--- config.mk ---
export PLATFORM = sky130hd
export DESIGN_NAME = line_ram_sequencer
export DESIGN_NICKNAME = d
export VERILOG_FILES = /design/src/rtl/line_ram_sequencer.sv
export SDC_FILE = /design/constraint.sdc
export NUM_CORES = 1
export LEC_CHECK = 0
export CAP_MARGIN = 15
export CORE_AREA = 2 2 156 219
export DETAILED_ROUTE_END_ITERATION = 6
export DIE_AREA = 0 0 158 221
export MAX_ROUTING_LAYER = met4
export PLACE_DENSITY = 0.79
export SETUP_SLACK_MARGIN = 0.1
export SYNTH_ARGS = -nofsm -noshare
export SYNTH_HDL_FRONTEND = slang
export SYNTH_SLANG_ARGS = --single-unit
--- constraint.sdc ---
create_clock -name clock -period 2.9 [get_ports clock]
set_input_delay 0.58 -clock clock [delete_from_list [all_inputs] [get_ports clock]]
set_output_delay 0.58 -clock clock [all_outputs]
set_load 0.02 [all_outputs]
--- src/rtl/line_ram_sequencer.sv ---
// line_ram_sequencer: arbitrates GCN line reads/writes onto a single
// valid/ready RAM port, splitting each 128-bit line into four 32-bit beats
// and reassembling read beats into a line. One line in flight at a time.
module line_ram_sequencer #(
  parameter int unsigned ADDR_BITS  = 32,
  parameter int unsigned DATA_BITS  = 32,
  parameter int unsigned LINE_WORDS = 8,
  parameter int unsigned WORD_BITS  = 16,
  parameter int unsigned LADDR_BITS = 28
) (
  input  logic                            clock,
  input  logic                            reset,
  // line read port
  input  logic [LADDR_BITS-1:0]           rd_addr,
  input  logic                            rd_req,
  output logic                            rd_gnt,
  output logic                            rd_valid,
  output logic [LINE_WORDS*WORD_BITS-1:0] rd_data,
  // line write port
  input  logic [LADDR_BITS-1:0]           wr_addr,
  input  logic                            wr_req,
  output logic                            wr_gnt,
  input  logic [LINE_WORDS*WORD_BITS-1:0] wr_data,
  // RAM address channel
  output logic                            cntl2ram_a_valid,
  input  logic                            cntl2ram_a_ready,
  output logic                            cntl2ram_a_write,
  output logic [ADDR_BITS-1:0]            cntl2ram_a_addr,
  // RAM write data channel
  output logic                            cntl2ram_w_valid,
  input  logic                            cntl2ram_w_ready,
  output logic [DATA_BITS-1:0]            cntl2ram_w_data,
  // RAM read data channel
  input  logic                            ram2cntl_r_valid,
  output logic                            ram2cntl_r_ready,
  input  logic [DATA_BITS-1:0]            ram2cntl_r_data
);

  localparam int unsigned LINE_BITS = LINE_WORDS * WORD_BITS;
  localparam int unsigned BEATS     = LINE_BITS / DATA_BITS;

  typedef enum logic [2:0] {
    IDLE,
    RD_A,
    RD_R,
    RD_DONE,
    WR_A,
    WR_W
  } state_e;

  state_e                              state_q, state_d;
  logic [1:0]                          beat_q, beat_d;
  logic                                last_wr_q, last_wr_d;
  logic [LADDR_BITS-1:0]               addr_q, addr_d;
  logic [BEATS-1:0][DATA_BITS-1:0]     wbuf_q, wbuf_d;
  logic [BEATS-1:0][DATA_BITS-1:0]     rbuf_q, rbuf_d;
  logic [LINE_BITS-1:0]                rdata_q, rdata_d;

  // Beat address and write data come straight from the held registers, so
  // they stay stable for as long as the beat is stalled.
  assign cntl2ram_a_addr = {addr_q, beat_q, 2'b00};
  assign cntl2ram_w_data = wbuf_q[beat_q];
  assign rd_data         = rdata_q;

  // State and datapath registers; reset abandons any line in flight.
  always_ff @(posedge clock) begin
    if (reset) begin
      state_q   <= IDLE;
      beat_q    <= '0;
      last_wr_q <= 1'b1;
      addr_q    <= '0;
      wbuf_q    <= '0;
      rbuf_q    <= '0;
      rdata_q   <= '0;
    end else begin
      state_q   <= state_d;
      beat_q    <= beat_d;
      last_wr_q <= last_wr_d;
      addr_q    <= addr_d;
      wbuf_q    <= wbuf_d;
      rbuf_q    <= rbuf_d;
      rdata_q   <= rdata_d;
    end
  end

  // Next-state, datapath updates and handshake outputs.
  always_comb begin
    state_d          = state_q;
    beat_d           = beat_q;
    last_wr_d        = last_wr_q;
    addr_d           = addr_q;
    wbuf_d           = wbuf_q;
    rbuf_d           = rbuf_q;
    rdata_d          = rdata_q;
    rd_gnt           = 1'b0;
    wr_gnt           = 1'b0;
    rd_valid         = 1'b0;
    cntl2ram_a_valid = 1'b0;
    cntl2ram_a_write = 1'b0;
    cntl2ram_w_valid = 1'b0;
    ram2cntl_r_ready = 1'b0;

    unique case (state_q)
      IDLE: begin
        // Read wins when it is alone or when the write was served last.
        if (rd_req && (!wr_req || last_wr_q)) begin
          rd_gnt    = 1'b1;
          addr_d    = rd_addr;
          beat_d    = '0;
          last_wr_d = 1'b0;
          state_d   = RD_A;
        end else if (wr_req) begin
          wr_gnt    = 1'b1;
          addr_d    = wr_addr;
          wbuf_d    = wr_data;
          beat_d    = '0;
          last_wr_d = 1'b1;
          state_d   = WR_A;
        end
      end

      RD_A: begin
        cntl2ram_a_valid = 1'b1;
        if (cntl2ram_a_ready) begin
          state_d = RD_R;
        end
      end

      RD_R: begin
        ram2cntl_r_ready = 1'b1;
        if (ram2cntl_r_valid) begin
          rbuf_d[beat_q] = ram2cntl_r_data;
          if (beat_q == 2'd3) begin
            // Publish the whole line, last beat included, in one step.
            rdata_d = rbuf_d;
            state_d = RD_DONE;
          end else begin
            beat_d  = beat_q + 2'd1;
            state_d = RD_A;
          end
        end
      end

      RD_DONE: begin
        rd_valid = 1'b1;
        state_d  = IDLE;
      end

      WR_A: begin
        cntl2ram_a_valid = 1'b1;
        cntl2ram_a_write = 1'b1;
        if (cntl2ram_a_ready) begin
          state_d = WR_W;
        end
      end

      WR_W: begin
        cntl2ram_w_valid = 1'b1;
        if (cntl2ram_w_ready) begin
          if (beat_q == 2'd3) begin
            state_d = IDLE;
          end else begin
            beat_d  = beat_q + 2'd1;
            state_d = WR_A;
          end
        end
      end

      default: begin
        state_d = IDLE;
      end
    endcase
  end

endmodule

# ---- Yosys cells after proc, flatten, opt, wreduce, memory -nomap -nowiden
# Index checks and enable logic that the tools add are counted.
dict set report totals {
  reg_bits 418
  inputBits 223
  out_inout_bits 199
  word_cells 76
}
dict set report classes {
  eq_ne 11
  n_lt_le_gt_ge 2
  addsub 1
  n_mux 34
  n_bitwise 1
  n_reduce_logical 14
}
# cell n
set ops {}
lappend ops {{128-bit bitwise mux} 1}
lappend ops {{32-bit binary-select mux with 2-bit select} 1}
lappend ops {{32-bit demux with 2-bit select} 1}
lappend ops {{32-bit two-way mux} 2}
lappend ops {{28-bit two-way mux} 2}
lappend ops {{3-bit two-way mux} 7}
lappend ops {{3-bit one-hot mux with 5 select lines} 1}
lappend ops {{1-bit two-way mux} 12}
lappend ops {{2-bit two-way mux} 6}
lappend ops {{2-bit != test, second input constant} 4}
lappend ops {{3-bit by 2-bit equality test with 1-bit output, second input constant} 2}
lappend ops {{3-bit equality test, second input constant} 2}
lappend ops {{2-bit one-hot mux with 3 select lines} 1}
lappend ops {{3-bit AND reduction} 2}
lappend ops {{5-bit AND reduction} 1}
lappend ops {{2-bit AND reduction} 2}
lappend ops {{4-bit AND reduction} 1}
lappend ops {{3-bit by 1-bit equality test with 1-bit output, second input constant} 1}
lappend ops {{3-bit logical NOT} 1}
lappend ops {{2-bit by 3-bit < comparator with 1-bit output, second input constant} 1}
lappend ops {{3-bit != test, second input constant} 1}
lappend ops {{3-bit nonzero test} 1}
lappend ops {{2-bit by 1-bit adder with 2-bit output, second input constant} 1}
lappend ops {{2-bit equality test, second input constant} 1}
lappend ops {{7 further kinds} 8}

# ---- Logic depth before layout (Yosys ltp)
dict set report logic_depth {
  word_depth 5
  ltp_mapped 10
  ltp_nobuf 5
}

# ---- Worst setup path after synthesis
# OpenSTA, ideal clock, no wires.
dict set report synth_path {
  kind {register to output}
  startpoint {reg beat_q[1]}
  endpoint {out cntl2ram_w_data[10]}
  required_time_ps 2320
  stages_incl_launch_ff 4
  n_path_buf 2
  slack_ps 572
  arrival_time_ps 1748
  cell_sequence {dfxtp_1 > clkbuf_1 > buf_2 > mux4_2}
}
dict set report synth_via {
  elab_chain_len 2
}
# item line
set synth_rtl {}
lappend synth_rtl {{start: declaration} 52} ;# logic [1:0] beat_q, beat_d;
lappend synth_rtl {{start signal: assignment} 77} ;# beat_q <= beat_d;
lappend synth_rtl {{32-bit binary-select mux with 2-bit select} 62} ;# assign cntl2ram_w_data = wbuf_q[beat_q];
lappend synth_rtl {{32-bit two-way mux (not written as such)} 62}
lappend synth_rtl {{end: declaration} 32} ;# output logic [DATA_BITS-1:0] cntl2ram_w_data,
# Every way passes these cells. The select of a mux whose other input is x is not followed.

# ---- Final worst setup path
dict set report layout_path {
  startpoint {reg state_q[2]}
  endpoint {out wr_gnt}
}
dict set report layout_via {
  elab_chain_len 2
}
# item line
set layout_rtl {}
lappend layout_rtl {{start: declaration} 51} ;# state_e state_q, state_d;
lappend layout_rtl {{start signal: assignment} 76} ;# state_q <= state_d;
lappend layout_rtl {{3-bit logical NOT} 103} ;# unique case (state_q)
lappend layout_rtl {{1-bit two-way mux} 103}
lappend layout_rtl {{end: declaration} 22} ;# output logic wr_gnt,
# Every way passes these cells.

==> results.md <==
* Status: completed
* Slew @ Worst Pin at between 0.6 and 0.7 ns
* Startpoint type of the worst setup path: register
* Final setup violation count at 0
* FF-to-FF path depth at 7
* Via density at between 5 and 6
* Global-route wire length before repair at 70000 µm
* Critical Path AT at between 2 and 2.5 ns
* Final WL at 44300 µm
* Core area at 0.0330 mm²
* Share of layout cells above drive strength 1 at 0.0830
* P per Cell Area at roughly 670 mW/mm²
* FMAX at approximately 370 MHz
* CP peak stage delay at 0.60 ns
* Post-synthesis cell count at 1786
* Wirelength per Cell at 17.0 µm
* Setup Skew at ~0.0088 ns
* Die Span Y at 221 µm
* Hold path depth at 2
* RSZ-0062 raised after global routing: no
* Utilization after layout at 0.647
* Clock Path Buffers at 3
* Async SR Flop Fraction at 0
* CTS root buf: clkbuf_16
* Largest net degree at the start of global routing at 130
* Initial antenna violation count at 2
* Final Net Count at 2354
* I/O pins at 422
* Clk slew on worst S/H paths at 0.06 ns
* FF-to-FF Start: beat_q[0]
* CP required at 2.32 ns
* Die area at 0.0349 mm²
* Fin crit share at 0.931
* Commonest non-fill, non-tap cell in the layout: nand2_1
* GRT Util Overall at 0.257
* Post-detail-place hpwl at approximately 30000 µm
* Antenna Nets Post-Route at 0
* Worst path cell trace: nor3_4 -> nand3_4 -> clkinv_2 -> clkdlybuf4s50_1
* P&R area growth vs syn at 36.2%
* Syn Area/Cell at 8.77 µm²
* Die W at around 160 µm
* # hold bufs at CTS at 0
* Total negative slack at 0 ns
* Hold Path Class: register to register
* Final hold vios at 0
* DRT iter0 DRCs at 737
* Initial Util at 0.475
* Crit end category: output pin
* Via count at between 10000 and 15000
* Leakage at 7.48 nW
* Reg-to-Reg End: rbuf_q[83]
* CTS buffer count at 38
* Min cycle time layout at 2.70 ns
* # fillers at 2768
* Vias in the first global route at 13392
* Ys Warns at 0
* Hold Startpoint: wbuf_q[42]
* WS Path Type: register to output pin
* Clk Latency, worst-skew pair at 0.54 ns
* Maxcap violations at 0
* PortBufs at 419
* GRT overflow at 0
* TritonCTS clock tree: done
* Final Max Tran Viols at 0
* Sequential-to-total area share from yosys stat at 0.493
* Crit path max fanout at 10
* WHS Endpoint: wbuf_q[42]
* Slew Limit Headroom at 0.562
* Top flip-flop cell by instance count after synthesis: dfxtp_1
* IR Drop Worst-Case VDD at 0.847 mV
* Htree depth at 2
* Final RePlAce weighted congestion at 0.886
* Reg-to-reg setup timing slack at 0.78 ns
* Cell accounting for the most synthesized area: dfxtp_1
* Area contributors post-synth: dfxtp_1 (49%), nand2_1 (13%), a21oi_1 (8.3%)
* Most frequent cells in the layout: nand2_1 (523), clkdlybuf4s50_1 (385), dfxtp_1 (383)
* TritonRoute pass-1 iters at 5
* Post-synth EDFFs at 0
* Yosys cell types at 39
* DR DRC count at 0
* Clock net sink count at roughly 390
* Post-Syn Area at 0.0157 mm²
* Critical-path top delay cell: clkdlybuf4s50_1
* Rows at 79
* #FFs+latches synth at roughly 390
* Top-area cell type share of the netlist area at 0.493
[what timing repair did]
action / 4_1_cts / 5_1_grt
gates cloned: 0 / 0
endpoints found under the setup margin: 35 / 3
buffers inserted: 2 / 0
resized for setup: 36 / 2
[final cells by class]
cell class | count | area (µm²) | share of cell area
inverter | 7 | 27.5 | 0.00129
multi-input combinational | 1235 | 7170 | 0.336
tap | 445 | 557 | 0.0261
antenna | 2 | 5.00 | 0.000234
clock inverter | 12 | 114 | 0.00533
timing repair buffer | 459 | 4600 | 0.216
sequential | 386 | 7730 | 0.362
clock buffer | 57 | 1140 | 0.0535
[report_power, final]
group | total (mW) | switching (mW) | internal [mW]
sequential | 6.09 | 0.289 | 5.80
clock | 4.91 | 2.08 | 2.84
combinational | 3.29 | 1.86 | 1.43
total | 14.3 | 4.23 | 10.1
[cells by family after synthesis]
logic type               synth area share
flip-flops                          0.493
XOR/XNOR                         0.000559
AO/OA/AOI/OAI                       0.158
AND/OR/NAND/NOR                     0.165
other                            0.000239
buffers and inverters              0.0518
multiplexers                        0.127
adder cells (fa/ha/maj)           0.00319
[flip-flops by register name, indices dropped and copies added, names as in the netlist]
register,flops
state_q,3
addr_q,28
rd_data,128
last_wr_q,1
beat_q,2
wbuf_q,128
rbuf_q,96
[per-stage QoR]
stage,power (mW),hold WS [ns],instances,worst slack (ns),cell area [µm²]
detailed placement,9.52,0.444,2530,0.266,20100
floorplan,8.19,0.433,1787,0.572,15700
global route,14.9,0.468,2603,0.0975,21400
global placement,9.43,0.439,2530,0.263,20100
finish,14.3,0.450,2603,0.200,21400
CTS,14.4,0.453,2601,0.111,21300
[cell usage after synthesis, types with 4 or more instances]
library cell,instances
a211oi_1,94
a211oi_2,32
a21oi_1,260
and2_1,4
buf_2,44
buf_4,9
buf_6,11
clkbuf_1,91
dfxtp_1,386
ha_1,4
inv_1,7
mux2i_1,126
mux4_2,32
nand2_1,523
nand2b_1,4
nor2_1,130
[worst max-delay path by stage]
stage               start  slack [ns]                   to  cells after the start
2_1_floorplan   beat_q[1]        0.57  cntl2ram_w_data[10]                      3
3_3_place_gp       rd_req        0.26               wr_gnt                      5
3_5_place_dp       rd_req        0.27               wr_gnt                      5
4_1_cts         beat_q[1]        0.11   cntl2ram_w_data[4]                      3
5_1_grt        state_q[2]         0.1               wr_gnt                      4
6_report       state_q[2]        0.20               wr_gnt                      4
[per-layer routing]
layer,vias up,track usage,share of wire
li1,6731,-,-
met3,95,0.0552,0.065
met4,0,0.103,0.041
met1,6462,0.288,0.38
met5,-,-,0
met2,418,0.441,0.51
[worst max-delay path: cells and delay by family, from the launching register on]
kind                   cells  cell delay (ns)
buffers and inverters      2             0.70
and+or+nand+nor            2             0.44
DFF                        1             0.43
No activity file was read; power rests on OpenSTA's default activity.
